==> src/rtl/alu_cmd_sequencer.sv <==
// alu_cmd_sequencer
// Frame controller between the UART RX/TX FIFOs and a combinational ALU. It pops a three-byte
// command frame (operand A, operand B, opcode) and drives the ALU buses from registers. After
// ALU_LATENCY cycles it latches the result and flags, then pushes result followed by flags into
// the TX FIFO. A frame left incomplete for TIMEOUT_CYCLES empty-RX cycles is dropped and
// reported with a one-cycle o_frame_err pulse.
//
// Ports:
//   clk, i_reset               clock, synchronous active-high reset
//   i_rx_data, i_rx_empty      FWFT RX FIFO head byte and empty flag
//   o_rd                       RX pop strobe
//   o_op_a, o_op_b, o_op_code  registered ALU operands / opcode
//   i_alu_result, i_alu_flags  ALU outputs
//   i_tx_full, o_wr, o_tx_data TX FIFO full flag, push strobe and byte
//   o_busy                     frame in progress
//   o_frame_err                one-cycle pulse on timeout discard
module alu_cmd_sequencer #(
  parameter int unsigned BUS_SIZE       = 8,
  parameter int unsigned OP_SIZE        = 6,
  parameter int unsigned ALU_LATENCY    = 1,
  parameter int unsigned TIMEOUT_CYCLES = 1000
) (
  input  logic                clk,
  input  logic                i_reset,
  input  logic [BUS_SIZE-1:0] i_rx_data,
  input  logic                i_rx_empty,
  output logic                o_rd,
  output logic [BUS_SIZE-1:0] o_op_a,
  output logic [BUS_SIZE-1:0] o_op_b,
  output logic [OP_SIZE-1:0]  o_op_code,
  input  logic [BUS_SIZE-1:0] i_alu_result,
  input  logic [4:0]          i_alu_flags,
  input  logic                i_tx_full,
  output logic                o_wr,
  output logic [BUS_SIZE-1:0] o_tx_data,
  output logic                o_busy,
  output logic                o_frame_err
);

  localparam logic [2:0] StGetA    = 3'd0;
  localparam logic [2:0] StGetB    = 3'd1;
  localparam logic [2:0] StGetOp   = 3'd2;
  localparam logic [2:0] StExec    = 3'd3;
  localparam logic [2:0] StSendRes = 3'd4;
  localparam logic [2:0] StSendFlg = 3'd5;

  localparam int unsigned ToW = $clog2(TIMEOUT_CYCLES + 1);
  localparam int unsigned ExW = (ALU_LATENCY > 1) ? $clog2(ALU_LATENCY) : 1;
  localparam logic [ToW-1:0] ToLast = ToW'(TIMEOUT_CYCLES - 1);
  localparam logic [ExW-1:0] ExLast = ExW'(ALU_LATENCY - 1);

  logic [2:0]          state_q, state_d;
  logic [BUS_SIZE-1:0] op_a_q, op_a_d;
  logic [BUS_SIZE-1:0] op_b_q, op_b_d;
  logic [OP_SIZE-1:0]  op_code_q, op_code_d;
  logic [BUS_SIZE-1:0] res_q, res_d;
  logic [BUS_SIZE-1:0] flg_q, flg_d;
  logic [ToW-1:0]      to_cnt_q, to_cnt_d;
  logic [ExW-1:0]      ex_cnt_q, ex_cnt_d;
  logic                err_q, err_d;

  always_comb begin
    state_d   = state_q;
    op_a_d    = op_a_q;
    op_b_d    = op_b_q;
    op_code_d = op_code_q;
    res_d     = res_q;
    flg_d     = flg_q;
    // Both counters idle at zero unless their state explicitly advances them.
    to_cnt_d  = '0;
    ex_cnt_d  = '0;
    err_d     = 1'b0;
    o_rd      = 1'b0;
    o_wr      = 1'b0;
    o_tx_data = '0;

    case (state_q)
      StGetA: begin
        o_rd = ~i_rx_empty;
        if (!i_rx_empty) begin
          op_a_d  = i_rx_data;
          state_d = StGetB;
        end
      end
      StGetB, StGetOp: begin
        o_rd = ~i_rx_empty;
        // A byte present on the terminal count still wins over the timeout.
        if (!i_rx_empty) begin
          if (state_q == StGetB) begin
            op_b_d  = i_rx_data;
            state_d = StGetOp;
          end else begin
            op_code_d = i_rx_data[OP_SIZE-1:0];
            state_d   = StExec;
          end
        end else if (to_cnt_q == ToLast) begin
          state_d = StGetA;
          err_d   = 1'b1;
        end else begin
          to_cnt_d = to_cnt_q + 1'b1;
        end
      end
      StExec: begin
        if (ex_cnt_q == ExLast) begin
          res_d   = i_alu_result;
          flg_d   = BUS_SIZE'(i_alu_flags);
          state_d = StSendRes;
        end else begin
          ex_cnt_d = ex_cnt_q + 1'b1;
        end
      end
      StSendRes: begin
        o_tx_data = res_q;
        o_wr      = ~i_tx_full;
        if (!i_tx_full) state_d = StSendFlg;
      end
      StSendFlg: begin
        o_tx_data = flg_q;
        o_wr      = ~i_tx_full;
        if (!i_tx_full) state_d = StGetA;
      end
      default: state_d = StGetA;
    endcase
  end

  always_ff @(posedge clk) begin
    if (i_reset) begin
      state_q   <= StGetA;
      op_a_q    <= '0;
      op_b_q    <= '0;
      op_code_q <= '0;
      res_q     <= '0;
      flg_q     <= '0;
      to_cnt_q  <= '0;
      ex_cnt_q  <= '0;
      err_q     <= 1'b0;
    end else begin
      state_q   <= state_d;
      op_a_q    <= op_a_d;
      op_b_q    <= op_b_d;
      op_code_q <= op_code_d;
      res_q     <= res_d;
      flg_q     <= flg_d;
      to_cnt_q  <= to_cnt_d;
      ex_cnt_q  <= ex_cnt_d;
      err_q     <= err_d;
    end
  end

  assign o_op_a      = op_a_q;
  assign o_op_b      = op_b_q;
  assign o_op_code   = op_code_q;
  assign o_busy      = (state_q != StGetA);
  assign o_frame_err = err_q;

endmodule

==> config.mk <==
export PLATFORM = sky130hd
export DESIGN_NAME = alu_cmd_sequencer
export DESIGN_NICKNAME = d
export VERILOG_FILES = /design/src/rtl/alu_cmd_sequencer.sv
export SDC_FILE = /design/constraint.sdc
export NUM_CORES = 1
export LEC_CHECK = 0
export ABC_CLOCK_PERIOD_IN_PS = 4200
export BUFFER_PORTS_ARGS = -buffer_cell sky130_fd_sc_hd__buf_2
export CAP_MARGIN = 40
export CORE_MARGIN = 5
export CORE_UTILIZATION = 25
export DETAILED_ROUTE_END_ITERATION = 7
export HOLD_SLACK_MARGIN = 0.03
export PLACE_DENSITY = 0.5
export RECOVER_POWER = 50
export SLEW_MARGIN = 20
export SYNTH_ARGS = -nofsm -noshare
export SYNTH_HDL_FRONTEND = slang
export SYNTH_SLANG_ARGS = --single-unit
==> constraint.sdc <==
create_clock -name clk -period 4.2 [get_ports clk]
set_input_delay 0.84 -clock clk [delete_from_list [all_inputs] [get_ports clk]]
set_output_delay 0.84 -clock clk [all_outputs]
set_load 0.005 [all_outputs]
==> results of run 1 <==
## logic make-up (layout without fill, tap and decap cells)
family / count (synthesis) / in the layout
and+or+nand+nor: 111 / 111
DFF: 50 / 50
AOI/OAI and AO/OA: 35 / 35
muxes: 19 / 19
buffers and inverters: 15 / 70
xor gates and xnor gates: 7 / 7
adders and majority gates: 1 / 1
other: 1 / 1
## sequential cells by signal, summed over array words and instances (netlist names)
| name | cells |
|---|---|
| ex_cnt_q | 1 |
| flg_q | 5 |
| o_frame_err | 1 |
| o_op_a | 8 |
| o_op_b | 8 |
| o_op_code | 6 |
| res_q | 8 |
| state_q | 3 |
| to_cnt_q | 10 |
## routing by layer
layer | GRT usage | part of all wire | up-vias
met5 | 0 | 0 | -
met2 | 0.159 | 0.47 | 41
met4 | 0.0460 | 0.013 | 0
met1 | 0.130 | 0.46 | 804
li1 | - | - | 908
met3 | 0.0337 | 0.055 | 4
## placed cells by master, fill, tap and decap left out, drive strengths merged
cell type	netlist	layout
a211oi	1	1
a21o	1	1
a21oi	25	25
a221oi	1	1
and3	5	5
and4	1	1
buf	9	44
clkbuf	4	23
clkinvlp	0	1
conb	1	1
dfxtp	50	50
ha	1	1
inv	2	2
mux2i	19	19
nand2	48	48
nand2b	1	1
nand3	5	5
nand3b	1	1
nand4	3	3
nor2	33	33
nor2b	1	1
nor3	2	2
nor3b	5	5
nor4	1	1
nor4b	2	2
o211ai	1	1
o21a	1	1
o21ai	4	4
o221a	1	1
or3	3	3
xnor2	3	3
xor2	4	4
## power breakdown
part	internal (W)	switching, W	total (W)	leakage, nW
sequential	0.000489	0.0000151	0.000505	0.406
combinational	0.0000412	0.0000512	0.0000924	0.505
clock	0.000115	0.000158	0.000273	0.0373
## synth_stat cells (all sizes together), types with 2 or more instances
| cell | count |
|---|---|
| nor3 | 2 |
| xor2 | 4 |
| or3 | 3 |
| inv | 2 |
| dfxtp | 50 |
| xnor2 | 3 |
| nor3b | 5 |
| clkbuf | 4 |
| nand3 | 5 |
| o21ai | 4 |
| mux2i | 19 |
| and3 | 5 |
| a21oi | 25 |
| nand2 | 48 |
| nand4 | 3 |
| buf | 9 |
| nor4b | 2 |
| nor2 | 33 |
## metrics by stage
stage / worst slack, ns / std cells / utilization / hold WS (ns)
floorplan: 2.10 / 239 / - / 0.418
global route: 1.18 / 399 / 0.304 / 0.476
CTS: 1.57 / 398 / 0.311 / 0.458
detailed placement: 1.88 / 391 / 0.301 / 0.444
global placement: 1.87 / 389 / 0.299 / 0.438
finish: 1.38 / 399 / 0.304 / 0.455
## area by class of cell
cell class,instances,area (µm²),share of cell area
flip-flops and latches,50,1000,0.402
multi-input cells,174,981,0.394
repair buffers,61,287,0.115
well taps,105,131,0.0528
clock buffers,6,72.6,0.0292
clock inverters,1,7.51,0.00302
inverters,2,7.51,0.00302
## worst paths after layout
check | endpoint | cells past startpoint | from | slack, ns
worst max-delay path | o_op_code[3]$_SDFFE_PP0P_ | 4 | state_q[0]$_SDFFE_PP0P_ | 1.38
worst min-delay path | res_q[7]$_SDFFE_PP0P_ | 2 | res_q[7]$_SDFFE_PP0P_ | 0.45
worst max register to register | o_op_code[3]$_SDFFE_PP0P_ | 4 | state_q[0]$_SDFFE_PP0P_ | 1.38
worst min register to register | res_q[7]$_SDFFE_PP0P_ | 2 | res_q[7]$_SDFFE_PP0P_ | 0.45
## worst max-delay path, cell delays in order, from the launching register on
cell,delay [ns]
dfxtp_1,0.47
clkbuf_1,0.37
nor4b_1,1.49
mux2i_1,0.31
nor2_1,0.05
==> run metrics, run 1 <==
status=finished with violations; violated checks=max-capacitance violations, max-slew violations; count of different cell masters after synthesis=33; Slew HR=-0.174; YS warnings=0; Synth Area in Simple Gates=0.264; CP Data Required Time=4.37 ns; Syn Inst Count=239; htree depth=2; I/O pins=59; Total Nets Final=320; Hold-fix buffers, CTS=0; Lkg Pwr=0.947 nW; die area=10200 µm²; Seq/Total Area, Yosys=0.482; Initial Util=0.254; setup bufs post-CTS=0; clk_skew=0.00659 ns; global route overflow=0; Post-DP HPWL=3590 µm; cell area after layout=2490 µm²; Final GP Congestion=0.732; crit end category=flop; post-cts resize count=0; vias in the first global route=1742; crit path launch type=flop; worst-case clock buffer depth=2; post-synthesis compound-gate area fraction=0.0939; FP Rows=33; Hold Crit Class=flop to flop; post-synthesis mux area share=0.0915; Clock transition at path regs=0.09 ns; residual DRC count=0; VDD IR max=137 µV; largest family of logic cells by synthesized area=simple AND/OR/NAND/NOR gates; worst slew pin tran=1.74 ns; height of the chip=101 µm; number of port buffers=58; ys async rst share=0; Synth top area share=0.482; setup TNS=0 ns; f_max=0.355 GHz; syn avg cell area=8.70 µm²; max_cap viols=1; top cells by area, synth=dfxtp_1 48%, mux2i_1 9.2%, nand2_1 8.7%; root buf cell=clkbuf_8; via count=1757; share of layout cells above drive strength 1=0.180; Routed WL=5100 µm; area leader, netlist=dfxtp_1; initial antenna violation count=0; Synth Area in XOR/XNOR=0.0295; first-pass GRT wire length=8310 µm; Clock Latency Late Sink=0.30 ns; Detailed Routing Iterations Pass 1=5; die width=101 µm; Crit Path Class=flop to flop; Post-Synth Adder-Cell Area=0.00602; Sinks on Clock Net=50; Placement Cell Area=2460 µm²; register bit total from synthesis=50; syn_nets=265; vias per cell=4.40; Core Footprint=8180 µm²; largest net degree at the start of global routing=40; fin crit period=2.82 ns; Mapped Area=2080 µm²; Power per Cell Area=350 nW/µm²; All-Layer GR Usage=0.103; diode count=0; CP max FO=16; Setup-failing EPs final=0; drt wl/cell=12.8 µm; fillers=898; Critical Path AT=2.99 ns; P&R area growth vs syn=19.7%; Final Max Tran Viols=7; number of synthesized flops with an enable pin=0; TritonCTS clock tree=yes; Power, Total=0.000870 W; RSZ-0062 raised after global routing=no; DR iter-0 viols=49; Synth Flop Type=dfxtp_1; post-route clock period utilization=0.671; Post-DRT Antenna Nets=0; total CTS buffers=5; final hold vios=0
(Power assumes the default switching activity.)
==> run 2, diff against run 1 <==
Settings changed: ABC_AREA from default to 1, ABC_CLOCK_PERIOD_IN_PS 4200 to 2370, PLACE_DENSITY 0.5 to 0.52.
Clock period 4.2 ns to 2.37 ns, I/O delays scaled along.
==> run 2 against run 1 <==
The flow now finishes without violations. Setup slack worse by 1.1 ns. Clock power is 82% higher. Via count is 7.2% higher. Largest cell class unchanged. Largest power group unchanged.
==> run metrics, run 2 <==
crit end category=output port; cell family with the largest share of critical-path delay=flip-flops; share of layout cells above drive strength 1=0.189 (+0.00875); fin crit period=2.04 ns; Biggest register=to_cnt_q; ys async rst share=0 (unchanged); fillers=961 (+7.0%); Hold-fix buffers, CTS=0 (unchanged); worst-case clock buffer depth=2 (unchanged); largest net degree at the start of global routing=26 (-35%); final setup margin=0.332 ns (-1.05 ns); number of synthesized flops with an enable pin=0 (unchanged); worst slew pin tran=0.586 ns (-1.15 ns); Final Max Tran Viols=0 (-7); count of different cell masters after synthesis=32 (-3.0%); Lkg Pwr=1.02 nW (+8.0%); post-route clock period utilization=0.860; Final GP Congestion=0.762 (+4.1%); top cells by area, synth=dfxtp_1 45%, a21oi_1 7.7%, o21ai_0 7.7%; DR iter-0 viols=38 (-22%); via count=1883 (+7.2%); Bufs and invs on worst path=1 (unchanged); max_cap viols=0 (-1); most frequent cell after synthesis=dfxtp_1; Crit Path Class=flop to output port; Slew HR=0.609 (+0.783); Post-DRT Antenna Nets=0 (unchanged); P&R area growth vs syn=15.2%; number of port buffers=58 (unchanged); Clock Latency Late Sink=0.30 ns (about the same); diode count=0 (unchanged); syn_nets=300 (+13%); vias in the first global route=1870 (+7.3%); Initial Util=0.255 (+0.000790); FP Rows=34 (+3.0%); crit path launch type=flop; Hold Crit Class=input pin to flop; RSZ-0062 raised after global routing=no; global route overflow=0 (unchanged); commonest non-fill, non-tap cell in the layout=dfxtp_1; YS warnings=0 (unchanged); die area=10800 µm² (+5.4%); Mapped Area=2200 µm² (+6.0%); crit path cell chain=nand3_1 -> o21ai_0 -> buf_2; Core Footprint=8640 µm² (+5.6%); drt wl/cell=12.0 µm (-5.9%); Detailed Routing Iterations Pass 1=4 (-1); slowest stage cell on the critical path=dfxtp_1; Critical Path AT=1.56 ns (-1.43 ns); first-pass GRT wire length=8780 µm (+5.6%); post-cts resize count=0 (unchanged); Total Nets Final=354 (+11%); Synth Flop Type=dfxtp_1; htree depth=2 (unchanged); Power per Cell Area=884 nW/µm² (+150%); die width=104 µm (+2.6%); Post-DP HPWL=3920 µm (+9.4%); most frequent cells in the layout=50 x dfxtp_1, 42 x buf_2, 39 x inv_1; status=completed; setup TNS=0 ns (unchanged); setup bufs post-CTS=0 (unchanged); f_max=0.491 GHz; TritonCTS clock tree=yes; All-Layer GR Usage=0.0968 (-0.00582); height of the chip=104 µm (+2.6%); clk_skew=0.00592 ns (-0.000677 ns); VDD IR max=292 µV (+110%); area leader, netlist=dfxtp_1; residual DRC count=0 (unchanged); syn avg cell area=8.04 µm² (-7.6%); Seq/Total Area, Yosys=0.455 (-0.0271); Largest register FFs=10 (unchanged); Synth top cells by count=50 x dfxtp_1, 38 x inv_1, 34 x a21oi_1, 34 x o21ai_0, 32 x nor2_1; Clock transition at path regs=0.09 ns (about the same); CP max stage delay=0.66 ns (-0.83 ns); total CTS buffers=5 (unchanged); FF+latch area=1000 µm² (unchanged); Setup-failing EPs final=0 (unchanged); Sinks on Clock Net=50 (unchanged); register bit total from synthesis=50 (unchanged); Syn Inst Count=274 (+15%); I/O pins=59 (unchanged); initial antenna violation count=0 (unchanged); pre-CTS WS=0.669 ns (-1.21 ns); area of the multi-input gates=868 µm² (-11%); CP max FO=7 (-9); final hold vios=0 (unchanged); root buf cell=clkbuf_8; CP Data Required Time=1.90 ns (-2.47 ns); Routed WL=5240 µm (+2.8%); vias per cell=4.32 (-1.9%); Synth top area share=0.455 (-0.0271)
==> run 2: kinds of logic after synthesis <==
group / Yosys count / synth area share
simple gates: 89 / 0.232
other cells: 1 / 0.00170
fa+ha+maj: 1 / 0.00568
flops: 50 / 0.455
xor+xnor: 3 / 0.0119
buf+inv: 55 / 0.124
compound gates: 75 / 0.170
==> run 2: worst paths after layout <==
kind                      startpoint  cells after the start  slack, ns                       to
max          state_q[0]$_SDFFE_PP0P_                      3       0.33             o_tx_data[4]
min                          i_reset                      2       0.35  state_q[2]$_SDFFE_PP0P_
max reg2reg  state_q[0]$_SDFFE_PP0P_                      5       0.45    flg_q[0]$_SDFFE_PP0P_
min reg2reg   o_op_a[2]$_SDFFE_PP0P_                      2       0.45   o_op_a[2]$_SDFFE_PP0P_
==> run 2: area by class of cell <==
class,count,share of cell area
clock buffer,5,0.0271
clock inverter,2,0.00543
sequential,50,0.395
multi-input combinational,169,0.342
tap,108,0.0533
timing repair buffer,59,0.110
inverter,43,0.0676
==> run 2: per-layer routing <==
metal,share of wire,GRT usage
met5,0,0
met4,0.0055,0.0250
met3,0.081,0.0366
met2,0.46,0.156
met1,0.45,0.121
==> run 2: stage by stage <==
step / instance area [µm²] / hold slack, ns / util / power [W] / cells
2_1_floorplan: 2200 / 0.425 / - / 0.00165 / 274
3_3_place_gp: 2530 / 0.428 / 0.293 / 0.00182 / 429
3_5_place_dp: 2530 / 0.433 / 0.293 / 0.00183 / 429
4_1_cts: 2620 / 0.348 / 0.303 / 0.00234 / 436
5_1_grt: 2540 / 0.365 / 0.294 / 0.00242 / 436
6_report: 2540 / 0.352 / 0.294 / 0.00224 / 436
==> run 2: worst reg2reg max path, stage by stage, from the launching register on <==
cell and delay [ns]:
dfxtp_1 0.66, nand3_4 0.11, nor2_1 0.32, inv_1 0.37, o21ai_0 0.28, a21oi_1 0.06
==> run 2: where the power goes <==
part           total (W)  internal [W]  leakage [nW]  switching [W]
combinational   0.000626      0.000232         0.571       0.000394
sequential       0.00112      0.000984         0.407       0.000133
clock           0.000497      0.000205        0.0444       0.000293
